<file path="src/rtl/mul_exec_unit.sv">
// Iterative RV32M multiply unit (MUL/MULH/MULHSU/MULHU).
// Uses a radix-2 shift-add over unsigned magnitudes. The sign is applied once, on the
// edge that enters DONE. Exposes the mul_state/mul_done/rd_mul_update handshake to the
// scoreboard and holds the result until writeback acknowledges it.
module mul_exec_unit #(
   parameter int XLEN = 32,
   parameter int RD_W = 5
) (
   input  logic            clk,
   input  logic            rst_n,
   input  logic            mul_load,
   input  logic [XLEN-1:0] op_a,
   input  logic [XLEN-1:0] op_b,
   input  logic [1:0]      op_sel,
   input  logic [RD_W-1:0] rd_in,
   input  logic            wb_ack,
   input  logic            flush,
   output logic [1:0]      mul_state,
   output logic            mul_done,
   output logic [RD_W-1:0] rd_mul_update,
   output logic [XLEN-1:0] mul_result
);

   localparam int CNT_W = $clog2(XLEN);

   typedef enum logic [1:0] {
      S_IDLE = 2'b00,
      S_BUSY = 2'b01,
      S_DONE = 2'b10
   } state_t;

   localparam logic [1:0] SEL_MUL   = 2'b00;
   localparam logic [1:0] SEL_MULH  = 2'b01;
   localparam logic [1:0] SEL_MULHU = 2'b11;

   state_t            r_state;
   logic [CNT_W-1:0]  r_cnt;
   logic [2*XLEN-1:0] r_mcand;    // |op_a|, shifted left one place per cycle
   logic [XLEN-1:0]   r_mplier;   // |op_b|, consumed LSB first
   logic [2*XLEN-1:0] r_acc;
   logic              r_neg;
   logic [1:0]        r_sel;
   logic [RD_W-1:0]   r_rd;
   logic              r_done;
   logic [RD_W-1:0]   r_rd_out;
   logic [XLEN-1:0]   r_result;

   logic              w_a_neg;
   logic              w_b_neg;
   logic [XLEN-1:0]   w_abs_a;
   logic [XLEN-1:0]   w_abs_b;
   logic [2*XLEN-1:0] w_sum;
   logic [2*XLEN-1:0] w_prod;
   logic              w_last;

   // Operand magnitudes, the partial-product add and the signed final product.
   always_comb begin
      // op_a is signed for every op except MULHU; op_b is signed only for MUL and MULH.
      w_a_neg = (op_sel != SEL_MULHU) && op_a[XLEN-1];
      w_b_neg = ((op_sel == SEL_MUL) || (op_sel == SEL_MULH)) && op_b[XLEN-1];
      // The magnitude of the most-negative value is 2^(XLEN-1) and still fits unsigned.
      w_abs_a = w_a_neg ? XLEN'(-op_a) : op_a;
      w_abs_b = w_b_neg ? XLEN'(-op_b) : op_b;
      w_sum   = r_acc + (r_mplier[0] ? r_mcand : '0);
      w_prod  = r_neg ? (2*XLEN)'(-w_sum) : w_sum;
      w_last  = (r_cnt == CNT_W'(XLEN - 1));
   end

   // Control FSM and multiply datapath. Flush overrides every state.
   always_ff @(posedge clk or negedge rst_n) begin
      // NOTE: non-blocking assignments everywhere here. Every register samples its
      // pre-edge value, so the order of the statements does not matter.
      if (!rst_n) begin
         // NOTE: the datapath registers are reset along with the control state. This keeps
         // the outputs deterministic, and none of these registers are memories.
         r_state  <= S_IDLE;
         r_cnt    <= '0;
         r_mcand  <= '0;
         r_mplier <= '0;
         r_acc    <= '0;
         r_neg    <= 1'b0;
         r_sel    <= '0;
         r_rd     <= '0;
         r_done   <= 1'b0;
         r_rd_out <= '0;
         r_result <= '0;
      end else if (flush) begin
         r_state <= S_IDLE;
         r_done  <= 1'b0;
      end else begin
         case (r_state)
            S_IDLE: begin
               if (mul_load) begin
                  r_mcand  <= {{XLEN{1'b0}}, w_abs_a};
                  r_mplier <= w_abs_b;
                  r_acc    <= '0;
                  r_neg    <= w_a_neg ^ w_b_neg;
                  r_sel    <= op_sel;
                  r_rd     <= rd_in;
                  r_cnt    <= '0;
                  r_state  <= S_BUSY;
               end
            end
            S_BUSY: begin
               r_acc    <= w_sum;
               r_mcand  <= r_mcand << 1;
               r_mplier <= r_mplier >> 1;
               r_cnt    <= w_last ? '0 : r_cnt + CNT_W'(1);
               if (w_last) begin
                  r_state  <= S_DONE;
                  r_done   <= 1'b1;
                  r_rd_out <= r_rd;
                  r_result <= (r_sel == SEL_MUL) ? w_prod[XLEN-1:0] : w_prod[2*XLEN-1:XLEN];
               end
            end
            S_DONE: begin
               if (wb_ack) begin
                  r_state <= S_IDLE;
                  r_done  <= 1'b0;
               end
            end
            default: begin
               // An upset into state 2'b11 returns to IDLE with the outputs cleared.
               r_state  <= S_IDLE;
               r_done   <= 1'b0;
               r_rd_out <= '0;
               r_result <= '0;
            end
         endcase
      end
   end

   assign mul_state     = r_state;
   assign mul_done      = r_done;
   assign rd_mul_update = r_rd_out;
   assign mul_result    = r_result;

endmodule
</file>
<file path="config.mk">
export PLATFORM = sky130hd
export DESIGN_NAME = mul_exec_unit
export DESIGN_NICKNAME = d
export VERILOG_FILES = /design/src/rtl/mul_exec_unit.sv
export SDC_FILE = /design/constraint.sdc
export NUM_CORES = 1
export LEC_CHECK = 0
export ABC_AREA = 1
export CAP_MARGIN = 20
export CORE_AREA = 2 2 275 277
export CTS_CLUSTER_DIAMETER = 40
export CTS_CLUSTER_SIZE = 28
export DETAILED_ROUTE_END_ITERATION = 10
export DIE_AREA = 0 0 277 279
export GPL_TIMING_DRIVEN = 0
export MAX_ROUTING_LAYER = met4
export PLACE_DENSITY = 0.48
export SKIP_LAST_GASP = 1
export SLEW_MARGIN = 25
export SYNTH_ARGS = -nofsm -noshare
export SYNTH_HDL_FRONTEND = slang
export SYNTH_SLANG_ARGS = --single-unit
</file>
<file path="constraint.sdc">
create_clock -name clk -period 3.3 [get_ports clk]
set_clock_uncertainty 0.2 [all_clocks]
set_input_delay 0.495 -clock clk [delete_from_list [all_inputs] [get_ports clk]]
set_output_delay 0.495 -clock clk [all_outputs]
set_load 0.03 [all_outputs]
</file>
* Word-level counts from Yosys, hierarchy flattened *
Index checks and enable logic that the tools add are counted.

storage, ports and cells
  memories kept = 0
  bits in latches = 0
  bits in writable memories = 0
  memory bits (read-only) = 0
  flip-flop bits (word level) = 213
  logic and storage cells = 70

operators by class
  magnitude comparators = 0
  multiplexer cells = 27
  multipliers = 0
  shifts and indexed selects = 0
  bitwise gates (word level) = 3
  equality and inequality tests = 11
  add/sub/neg operators = 5
  reductions and logical operators = 13
  div/mod/pow operators = 0

operators with widths
  kind                 count
  $mux 64              4
  $pmux 64 s2          2
  $mux 32              5
  $pmux 32 s2          2
  $add 64x64->64       1
  $neg 32->32          2
  $neg 64->64          1
  $pmux 5 s2           2
  $mux 5               3
  $reduce_and 3->1     5
  $ne 3x3->1 const B   3
  $mux 2               4
  $ne 2x2->1 const B   4
  $logic_not 2->1      3
  $pmux 2 s3           1
  $add 5x1->5 const B  1
  $eq 5x5->1 const B   1
  $eq 2x1->1 const B   2
  $mux 1               3
  $pmux 1 s3           1
  $eq 2x2->1 const B   1
  $logic_and 1x1->1    2
  $not 1->1            2
  $reduce_bool 2->1    1
  3 further kinds      3

* Depth between registers and ports, before layout *
Gate-level depths: netlist of the first run.

  word-level depth = 7
  depth in mapped cells = 30
  depth with buffers taken out = 28

* Least setup slack after synthesis of the first run *
Ideal clock, no wire load.

  path type = reg-to-reg
  from = reg r_mplier[0]
  to = reg r_result[27], in the netlist mul_result[27]
  arrival time = 3.371 ns
  cell stages (with the launch flop) = 25
  data required time = 2.983 ns
  slack = -0.388 ns
  clock period less this slack = 3.688 ns
  cells stage by stage = dfrtp_1 clkbuf_1 buf_1 nand2_1 inv_1 ha_1 inv_1 fa_1 nand2_1 a21oi_1 nand3_1 nor2_1 nand3_1 nor2_2 nand3_1 nor2_2 nand3_1 nor2_4 nand2_2 nand2_1 nand3_1 nand2_1 nand3_1 nand2_1 nand2_1

between the ends
  longest elaborated chain between the ends = 7

RTL lines
  item                    line  source
  start, declared         39    logic [XLEN-1:0] r_mplier;
  start signal, assigned  95    r_mplier <= w_abs_b;
  start signal, assigned  107   r_mplier <= r_mplier >> 1;
  $mux 64 *               64    w_sum = r_acc + (r_mplier[0] ? r_mcand : '0);
  $add 64x64->64 *        64
  $neg 64->64             65    w_prod = r_neg ? (2*XLEN)'(-w_sum) : w_sum;
  $mux 64 *               65
  $mux 32 *               113   r_result <= (r_sel == SEL_MUL) ? w_prod[XLEN-1:0] : w_prod[2*XLEN-1:XLEN];
  $mux 32 *               109   if (w_last) begin
  $pmux 32 s2 *           91    case (r_state)
  end signal, assigned    113
  end, declared           46    logic [XLEN-1:0] r_result;

Mark *: on every way between the ends. The rest lies on a longest branch, timed or not. The select of a mux whose other input is x is not followed.
A chain may end at the register's enable or synchronous reset.

* Worst setup path in the final report of the first run *
  from = reg r_mplier[0]
  to = reg r_result[3], in the netlist mul_result[3]

Same word-level chain as after synthesis.

==> results by group, run 1 <==
Status
  – Status: complete, but fails checks
  – Failing checks: setup timing

Global routing
  – Vias in the first global route: 21700
  – Antenna violations before repair: 3
  – First-pass GRT wire length: 129000 um
  – GR Util All Layers: 22.5%
  – Congestion Overflow GR: 0
  – Largest net degree at the start of global routing: 82

Layout
  – Register area: 0.00533 mm2
  – Layout cell share with drive strength beyond 1: 24.4%
  – Layout net count: 3728
  – Syn-to-layout area delta: 42.7%
  – Commonest non-fill, non-tap cells in the layout: 1011 x nand2_1, 517 x inv_1, 212 x dfrtp_1, 198 x nand2_2, 187 x o21ai_0
  – Area occupied by multi-input gates: 0.0143 mm2
  – Commonest non-fill, non-tap cell in the layout: nand2_1
  – Number of fill cells: 8121

STA
  – Final-report hold violation count: 0
  – Setup ws final: -0.621 ns
  – Final worst path period share: 119%
  – Slew headroom: 45.6%
  – TNS Setup: -17.59 ns
  – Fin. max-slew vios: 0
  – Fmax: 255 MHz
  – Setup Viol. Count Final: 33
  – Worst-margin pin slew: 0.817 ns
  – RSZ-0062 raised after global routing: yes
  – Post-layout min period: 3.92 ns

Logic synthesis
  – Mapped cell area: 0.0191 mm2
  – Post-synth EDFFs: 0
  – Synth cell types: 49
  – Synth Area per Inst: 5.83 um2
  – Cells after synthesis: 3281
  – Asr flop ratio synth: 100%
  – Ys Warns: 0
  – Primary FF master, synth: dfrtp_1
  – Synth top area share: 27.9%
  – Area contributors post-synth: dfrtp_1 28%, nand2_1 25%, inv_1 11%
  – Register bit total from synthesis: 213
  – Seq/Total Area, Yosys: 27.9%
  – Synth area leader: dfrtp_1
  – Syn Nets: 3426

Place
  – Post-DP HPWL: 67600 um
  – Port bufs: 115
  – Gpl congestion: 0.973
  – DP Worst Slack: -1.33 ns

Setup path
  – Crit Reg-Reg Endpoint: mul_result[3]
  – Crit Path Max Fanout: 5
  – Worst setup startpoint: r_mplier[0]
  – CP endpoint kind: flop
  – Critical Path RT: 3.56 ns
  – Worst-case reg-to-reg path depth: 22
  – R2R Path Start: r_mplier[0]
  – Reg-to-reg slack, setup: -0.62 ns
  – Worst Setup EP: mul_result[3]
  – Critical setup path kind: flop to flop
  – Worst endpoint data arrival time: 4.18 ns
  – Element type at the critical path start: flop

Route
  – Vias after detailed routing: 22100
  – ANT nets after route: 0
  – Wire per inst: 18.7 um
  – DR pass1 iterations: 6
  – Vias/cell: 4.83
  – Initial DRC count: 1575
  – Total Wirelength: 85600 um
  – Residual DRC: 0

CTS
  – Clk slew on worst S/H paths: 0.06 ns
  – CTS tree: done
  – Clk buf depth: 3
  – Root buf cell: clkbuf_16
  – CTS Buf Count: 42
  – Clock Sinks: 213
  – Clk_lat worst skew: 0.60 ns
  – Number of H-tree levels: 2

Power
  – Peak supply drop: 433 uV
  – Internal power: 8.83 mW
  – Pwr Density: 582 mW/mm2
  – Power, Total: 15.9 mW
  – Leakage power: 13.6 nW
  – Combinational Power Share: 51.4%
  – Clock Power Share: 27.9%
  – Switching Fraction: 44.3%
  – NetSw: 7.04 mW
  – Power share of the sequential group: 20.7%

Worst hold path
  – Hold Path Class: primary input to async pin

Die
  – Placeable Area: 0.0741 mm2
  – # rows: 100
  – I/O Pins: 116
  – Chip Width: 277 um
  – Die Y: 279 um
  – Die footprint: 0.0773 mm2
  – Initial Util: 25.8%

Job
  – Max_cap viols: 0
==> layout make-up <==
type                    instances  area share [%]
clock buffers                  50            4.15
flip-flops and latches        213            19.5
clock inverters                27            1.21
inverters                     569            7.94
well taps                     969            4.45
diodes                          4          0.0367
multi-input cells            2417            52.5
plain buffers                  82            1.63
repair buffers                258            8.50
==> worst min-delay path by stage <==
stage / start / to / slack [ns] / cells past startpoint
finish: rst_n / r_mcand[42] / 0.24 / 2
global route: mul_result[27] / mul_result[27] / 0.29 / 2
CTS: rst_n / r_mcand[42] / 0.26 / 2
detailed placement: r_mplier[7] / r_mplier[7] / 0.26 / 2
global placement: r_mplier[11] / r_mplier[11] / 0.26 / 2
floorplan: rst_n / mul_done / -0.0006 / 0
==> power by group through the flow <==
stage | combinational (mW) | clock, mW | sequential [mW]
5_1_grt | 8.74 | 4.65 | 3.33
4_1_cts | 7.10 | 4.52 | 3.28
3_5_place_dp | 5.29 | 0 | 3.25
3_3_place_gp | 5.26 | 0 | 3.25
6_report | 8.16 | 4.43 | 3.29
2_1_floorplan | 3.41 | 0 | 3.18
==> logic make-up after synthesis <==
kind of cell    after synthesis  synth area share [%]
xor+xnor                     38                  1.74
buf+inv                     651                  13.1
compound gates              446                  12.8
fa+ha+maj                    69                  4.55
simple gates               1864                  39.9
flops                       213                  27.9
==> flip-flops by register name, indices dropped and copies added, names as in the netlist <==
signal         cells
r_acc             64
r_mcand           64
mul_result        32
r_mplier          32
r_cnt              5
r_rd               5
rd_mul_update      5
mul_state          2
r_sel              2
mul_done           1
r_neg              1
==> synthesized netlist by cell type (all sizes together) (4+ instances only) <==
cell and count:
a21oi 140, nor2 295, dfrtp 213, clkinv 4, xor2 28, nor3 30
o31ai 5, a31oi 9, nor4 7, nand2 1286, xnor2 10, or2 6
inv 565, o21bai 5, ha 68, o211ai 30, o22ai 33, nand3 203
buf 18, clkbuf 61, o21ai 211, nand4 31
==> per-layer routing <==
metal | vias up | routed length (um) | global-route usage (%)
met4 | 0 | 3570 | 8.57
met2 | 657 | 41000 | 38.0
li1 | 10900 | - | -
met1 | 10400 | 36600 | 27.6
met5 | - | 0 | -
met3 | 167 | 4440 | 2.45
==> per-stage QoR <==
stage	hold WS (ns)	std cells	cell area [um2]	utilization [%]
2_1_floorplan	-0.000591	3281	19200	-
3_3_place_gp	0.259	4365	21500	29.1
3_5_place_dp	0.261	4367	21600	29.1
4_1_cts	0.259	4531	25800	34.8
5_1_grt	0.293	4587	27300	36.8
6_report	0.237	4589	27300	36.8
==> critical path, cell delays in order (launching register included) <==
cell	delay, ns
dfrtp_2	0.46
clkbuf_16	0.22
buf_12	0.12
nand2_4	0.04
inv_2	0.06
ha_4	0.12
inv_2	0.04
fa_2	0.59
nand2_2	0.09
a21oi_4	0.17
nand3_4	0.11
nor2_4	0.14
nand3_4	0.11
nor2_4	0.14
nand3_4	0.10
nor2_4	0.15
nand3_2	0.10
nor2_4	0.21
nand2_1	0.10
nand3_1	0.09
nand3_2	0.13
o211ai_1	0.18
nand2_1	0.09
==> timing repair <==
action                                 4_1_cts  5_1_grt
setup buffers                               87       55
hold buffers                                 1        0
gates resized for setup                    538      312
setup endpoints to repair                  112       77
pin swaps                                  117      131
endpoints found under the hold margin       60        0
gates cloned                                 2        0
Power figures use the tool's default switching activity.
==> run 2, diff against run 1 <==
- CAP_MARGIN: 20 -> unset
- CELL_PAD_IN_SITES_DETAIL_PLACEMENT: unset -> 0
- CELL_PAD_IN_SITES_GLOBAL_PLACEMENT: unset -> 1
- PLACE_DENSITY: 0.48 -> 0.62
==> run 2 against run 1 <==
  * The flow still finishes with violations (setup timing)
  * Count of clock-buffer cells in the layout up 12
  * Clock power up 15%
  * Total power up 5.4%
  * Worst hold slack better by 0.011 ns
  * Combinational power up 2%
  * Cell area up 1.5%
  * Global-route usage up 0.95 points
  * Die area unchanged
  * Non-clock buffer count down 15
  * Core utilization up 0.54 points
  * Sequential share of layout area down 0.28 points
  * Largest cell class unchanged
  * Largest power group unchanged
==> results by group, run 2 (synthesized netlist as in run 1, its figures left out) <==
STA
  – RSZ-0062 raised after global routing: yes
  – Slew headroom: 42.8%
  – Post-layout min period: 3.92 ns
  – Final worst path period share: 119%
  – Fmax: 255 MHz
  – Setup Viol. Count Final: 33
  – Final-report hold violation count: 0
  – Fin. max-slew vios: 0
  – Worst-margin pin slew: 0.858 ns
  – Setup ws final: -0.620 ns

Power
  – Peak supply drop: 377 uV
  – Pwr Density: 605 mW/mm2
  – Combinational Power Share: 49.5%
  – Clock Power Share: 30.5%
  – Power, Total: 16.7 mW
  – Internal power: 9.51 mW
  – Power share of the sequential group: 19.9%
  – NetSw: 7.22 mW
  – Switching Fraction: 43.2%
  – Leakage power: 13.7 nW

Die
  – # rows: 100
  – Placeable Area: 0.0741 mm2
  – Die Y: 279 um
  – I/O Pins: 116
  – Initial Util: 25.8%
  – Chip Width: 277 um
  – Die footprint: 0.0773 mm2

Route
  – Residual DRC: 0
  – Vias/cell: 4.81
  – Initial DRC count: 1504
  – ANT nets after route: 0
  – Total Wirelength: 89900 um
  – Wire per inst: 19.6 um
  – DR pass1 iterations: 5
  – Vias after detailed routing: 22000

CTS
  – Clock Sinks: 213
  – CTS tree: done
  – Clk buf depth: 3
  – Root buf cell: clkbuf_16
  – Number of H-tree levels: 2
  – Clk slew on worst S/H paths: 0.06 ns
  – CTS Buf Count: 48
  – Clk_lat worst skew: 0.61 ns

Setup path
  – Slowest stage cell, crit path: dfrtp_2
  – Critical setup path kind: flop to flop
  – Worst endpoint data arrival time: 4.19 ns
  – Crit path largest cell delay: 0.45 ns
  – Crit path depth: 27
  – Crit Path Max Fanout: 6
  – Critical Path RT: 3.57 ns
  – CP endpoint kind: flop
  – Crit path max-delay family: simple AND/OR/NAND/NOR gates
  – Element type at the critical path start: flop
  – Worst-case reg-to-reg path depth: 27
  – Most used cell along the critical path: nand2_4
  – Buffers and inverters on the worst path: 5

Layout
  – Register area: 0.00533 mm2
  – Post-Layout Cell Count: 4580
  – Syn-to-layout area delta: 44.7%
  – Layout net count: 3719
  – Layout cell share with drive strength beyond 1: 25.3%
  – Commonest non-fill, non-tap cell in the layout: nand2_1
  – N_diodes: 0
  – Area occupied by multi-input gates: 0.0145 mm2
  – Commonest non-fill, non-tap cells in the layout: 1003 x nand2_1, 515 x inv_1, 212 x dfrtp_1, 199 x nand2_2, 187 x o21ai_0
  – Regs by FF count: r_acc (64), r_mcand (64)
  – Number of fill cells: 8128

Global routing
  – Largest net degree at the start of global routing: 88
  – Met3 usage: 2.28%
  – GR Util All Layers: 23.4%
  – Vias in the first global route: 21700
  – GR met1 Demand/Resource: 29.6%
  – Met2 GRT Util: 39.5%
  – First-pass GRT wire length: 133000 um
  – Antenna violations before repair: 1
  – GRT Max-Usage Layer: met2
  – Congestion Overflow GR: 0

Job
  – Max_cap viols: 0

Place
  – Gpl congestion: 0.952
  – Port bufs: 115
  – Post-Place Cells: 4367
  – Post-DP HPWL: 71400 um

Worst hold path
  – Hold Path Class: primary input to async pin

Status
  – Failing checks: setup timing
  – Status: complete, but fails checks
[run 2: cell types whose count changed in the layout (fill, tap and decap cells not counted), sizes merged]
cell,change
buf,-17
clkbuf,+13
clkinv,-5
bufinv,+4
diode,-4
bufbuf,+1
clkinvlp,-1
[run 2: worst paths after layout]
check | end | slack, ns | start
worst max-delay path | mul_result[9] | -0.62 | r_mplier[0]
worst min-delay path | r_acc[20] | 0.25 | rst_n
worst max register to register | mul_result[9] | -0.62 | r_mplier[0]
worst min register to register | r_mplier[7] | 0.27 | r_mplier[7]
max in group asynchronous | r_mplier[0] | 1.72 | rst_n
min in group clk | r_mplier[7] | 0.27 | r_mplier[7]
[run 2: layout make-up]
cell class	instances	area share, %
multi-input combinational	2417	52.5
sequential	213	19.3
timing repair buffer	243	8.18
inverter	569	7.82
clock buffer	62	4.75
tap	969	4.38
buffer	82	1.60
clock inverter	25	1.46
[run 2: power groups by stage]
stage,logic (mW),registers (mW),clock network (mW)
global route,8.88,3.37,5.31
CTS,7.25,3.32,5.20
global placement,5.28,3.30,0
detailed placement,5.30,3.29,0
finish,8.29,3.34,5.11
floorplan,3.41,3.18,0
[run 2: per-stage QoR]
stage               hold WS (ns)  TNS (ns)  utilization (%)  worst slack, ns  cell area, um2
floorplan              -0.000591    -0.235                -          -0.0396           19200
global placement           0.259  -1928.45             29.1            -8.62           21500
detailed placement         0.260    -87.42             29.1            -1.43           21600
CTS                        0.257    -18.71             35.0           -0.651           25900
global route               0.292    -23.75             37.4           -0.772           27700
finish                     0.247    -18.25             37.4           -0.620           27700
[run 2: timing repair]
action	CTS	global route
hold buffers	1	0
setup buffers	80	44
pin swaps	112	128
gates cloned	3	0
resized for setup	501	402
endpoints found under the setup margin	114	70
endpoints found under the hold margin	63	0
[run 2: per-layer routing]
layer	routed length, um	vias to the layer above	share of wire, %
met4	2870	0	3.2
met3	3680	136	4.1
li1	-	10900	-
met2	43000	527	48
met5	0	-	0
met1	40400	10500	45
==> run 3, diff against run 2 <==
- CTS_BUF_LIST: unset -> sky130_fd_sc_hd__clkbuf_2
- clock period: 3.3 -> 3.5 ns (I/O delays scaled with it)
==> run 3 against run 2 <==
  * The flow still finishes with violations (setup timing)
  * Routed wire length decreased by 0.99%
  * Count of clock-buffer cells in the layout decreased by 14
  * Sequential share of layout area increased by 1.1 points
  * Worst setup slack improved by 0.15 ns
  * Fmax decreased by 1.3%
  * Critical path type unchanged
  * Worst hold slack got worse by 0.15 ns
  * First-iteration DRC count decreased by 9.5%
  * Largest power group unchanged
  * Combinational power decreased by 13%
  * Sequential power decreased by 7.2%
==> results by group, run 3 (synthesized netlist as in run 1, its figures left out) <==
Layout
  – Layout cell share with drive strength beyond 1: 22.4%
  – Commonest non-fill, non-tap cells in the layout: 1059 x nand2_1, 512 x inv_1, 212 x dfrtp_1, 194 x o21ai_0, 176 x nand2_2
  – Syn-to-layout area delta: 36.7%
  – Layout net count: 3722
  – Fin util: 35.3%
  – Commonest non-fill, non-tap cell in the layout: nand2_1
  – Regs by FF count: r_acc (64), r_mcand (64)
  – Design Area, Final: 0.0261 mm2

Route
  – DR pass1 iterations: 5
  – Vias/cell: 4.75
  – Initial DRC count: 1361
  – Residual DRC: 0
  – Total Wirelength: 89000 um
  – Vias after detailed routing: 21800
  – Wire per inst: 19.4 um
  – ANT nets after route: 0

Die
  – Die Y: 279 um
  – # rows: 100
  – Initial Util: 25.8%
  – Placeable Area: 0.0741 mm2
  – I/O Pins: 116
  – Chip Width: 277 um
  – Die footprint: 0.0773 mm2

CTS
  – Root buf cell: clkbuf_2
  – Clk buf depth: 3
  – Clk_lat worst skew: 1.12 ns
  – CTS tree: done
  – Clock Sinks: 213
  – CTS Buf Count: 47
  – Clk slew on worst S/H paths: 0.19 ns
  – Number of H-tree levels: 2

Status
  – Failing checks: setup timing
  – Status: complete, but fails checks

Setup path
  – Reg-to-reg slack, setup: -0.47 ns
  – Critical setup path kind: flop to flop
  – Crit Path Max Fanout: 5
  – CP endpoint kind: flop
  – Element type at the critical path start: flop
  – Worst endpoint data arrival time: 4.71 ns
  – R2R Path Start: r_mplier[0]
  – Worst-case reg-to-reg path depth: 27
  – Crit Reg-Reg Endpoint: mul_result[8]
  – Critical Path RT: 4.23 ns

Power
  – Combinational Power Share: 55.6%
  – Peak supply drop: 314 uV
  – Leakage power: 13.1 nW
  – Power share of the sequential group: 23.9%
  – Clock Power Share: 20.5%
  – Internal power: 6.74 mW
  – Pwr Density: 497 mW/mm2
  – Switching Fraction: 48.1%
  – NetSw: 6.25 mW

Global routing
  – GR Util All Layers: 23.2%
  – Congestion Overflow GR: 0
  – Antenna violations before repair: 1
  – Vias in the first global route: 21400
  – Largest net degree at the start of global routing: 87
  – First-pass GRT wire length: 132000 um

STA
  – Worst-margin pin slew: 0.994 ns
  – TNS Setup: -12.36 ns
  – Fmax: 252 MHz
  – Slew headroom: 33.8%
  – Fin. max-slew vios: 0
  – Final-report hold violation count: 0
  – Setup Viol. Count Final: 32
  – Hold_ws: 0.100 ns
  – Final worst path period share: 114%
  – RSZ-0062 raised after global routing: yes
  – Post-layout min period: 3.97 ns
  – Setup ws final: -0.473 ns

Job
  – Max_cap viols: 0

Place
  – Post-DP HPWL: 71600 um
  – Placed cell area: 0.0215 mm2
  – Gpl congestion: 0.945
  – Port bufs: 115
  – DP Worst Slack: -1.57 ns

Worst hold path
  – Hold path startpoint: op_a[8]
  – WHS Path Cells: 4
  – Hold Path End: r_mcand[8]
  – Hold Path Class: primary input to flop
-- run 3: cell types whose count changed in the layout (fill, tap and decap cells not counted), moves of 10 or more --
cell / delta
nand2_2: -23
nand3_2: -10
buf_4: -12
nor2_4: -24
clkbuf_2: +45
nor2_2: +14
nand3_1: +16
nand2_1: +56
nor2_1: +10
dlygate4sd3_1: +20
clkbuf_16: -47
nand2_4: -29
-- run 3: worst max-delay path by stage --
| stage | depth (start not counted) | to | from |
|---|---|---|---|
| 2_1_floorplan | 24 | mul_result[27] | r_mplier[0] |
| 3_3_place_gp | 1 | rd_mul_update[1] | rst_n |
| 3_5_place_dp | 27 | mul_result[9] | r_mplier[0] |
| 4_1_cts | 25 | mul_result[23] | r_mplier[0] |
| 5_1_grt | 26 | mul_result[31] | r_mplier[0] |
| 6_report | 27 | mul_result[8] | r_mplier[0] |
-- run 3: routing by layer --
layer	vias up	track usage (%)	part of all wire, %
li1	10900	-	-
met1	10300	29.6	45
met2	531	39.4	47
met3	136	2.23	4.5
met4	0	6.20	3.3
met5	-	-	0
-- run 3: metrics by stage --
stage / instances / total power [mW]
floorplan: 3281 / 6.19
global placement: 4365 / 8.05
detailed placement: 4367 / 8.05
CTS: 4521 / 12.0
global route: 4584 / 13.8
finish: 4584 / 13.0
-- run 3: worst max-delay path: stages, from the launching register on --
cell and delay (ns):
dfrtp_2 0.50, clkbuf_16 0.20, buf_8 0.11, nand2_4 0.04, inv_2 0.07, ha_4 0.15
inv_4 0.04, fa_2 0.57, buf_6 0.11, ha_4 0.12, inv_2 0.04, nor2_2 0.10
nand2_2 0.06, nor2_2 0.13, nand3_2 0.13, inv_2 0.09, nand2_4 0.06, nor2_4 0.12
nand3_4 0.11, nor2_4 0.12, nand3_2 0.11, nand2_2 0.12, buf_6 0.12, nand2_1 0.05
nand2_1 0.09, nand3_2 0.11, nand3_4 0.11, nand2_1 0.06
-- run 3: what timing repair did --
action	4_1_cts	5_1_grt
hold buffers	22	0
resized for setup	437	305
setup buffers	46	61
setup endpoints to repair	111	52
endpoints found under the hold margin	232	0
pin swaps	30	132
gates cloned	1	1
-- run 3: final cells by class --
type | count | area, um2
inverter | 569 | 2150
sequential | 213 | 5330
clock inverter | 37 | 528
clock buffer | 48 | 240
antenna | 2 | 5.00
multi-input combinational | 2417 | 13900
fill | 8356 | 47900
tap | 969 | 1210
timing repair buffer | 248 | 2360
buffer | 81 | 430
-- run 3: power groups by stage --
stage / Clock [mW] / Sequential, mW / Combinational, mW
after floorplan: 0 / 3.00 / 3.19
after global placement: 0 / 3.07 / 4.98
after detailed placement: 0 / 3.07 / 4.99
after CTS: 2.76 / 3.09 / 6.20
after global routing: 2.86 / 3.14 / 7.79
final: 2.66 / 3.10 / 7.23
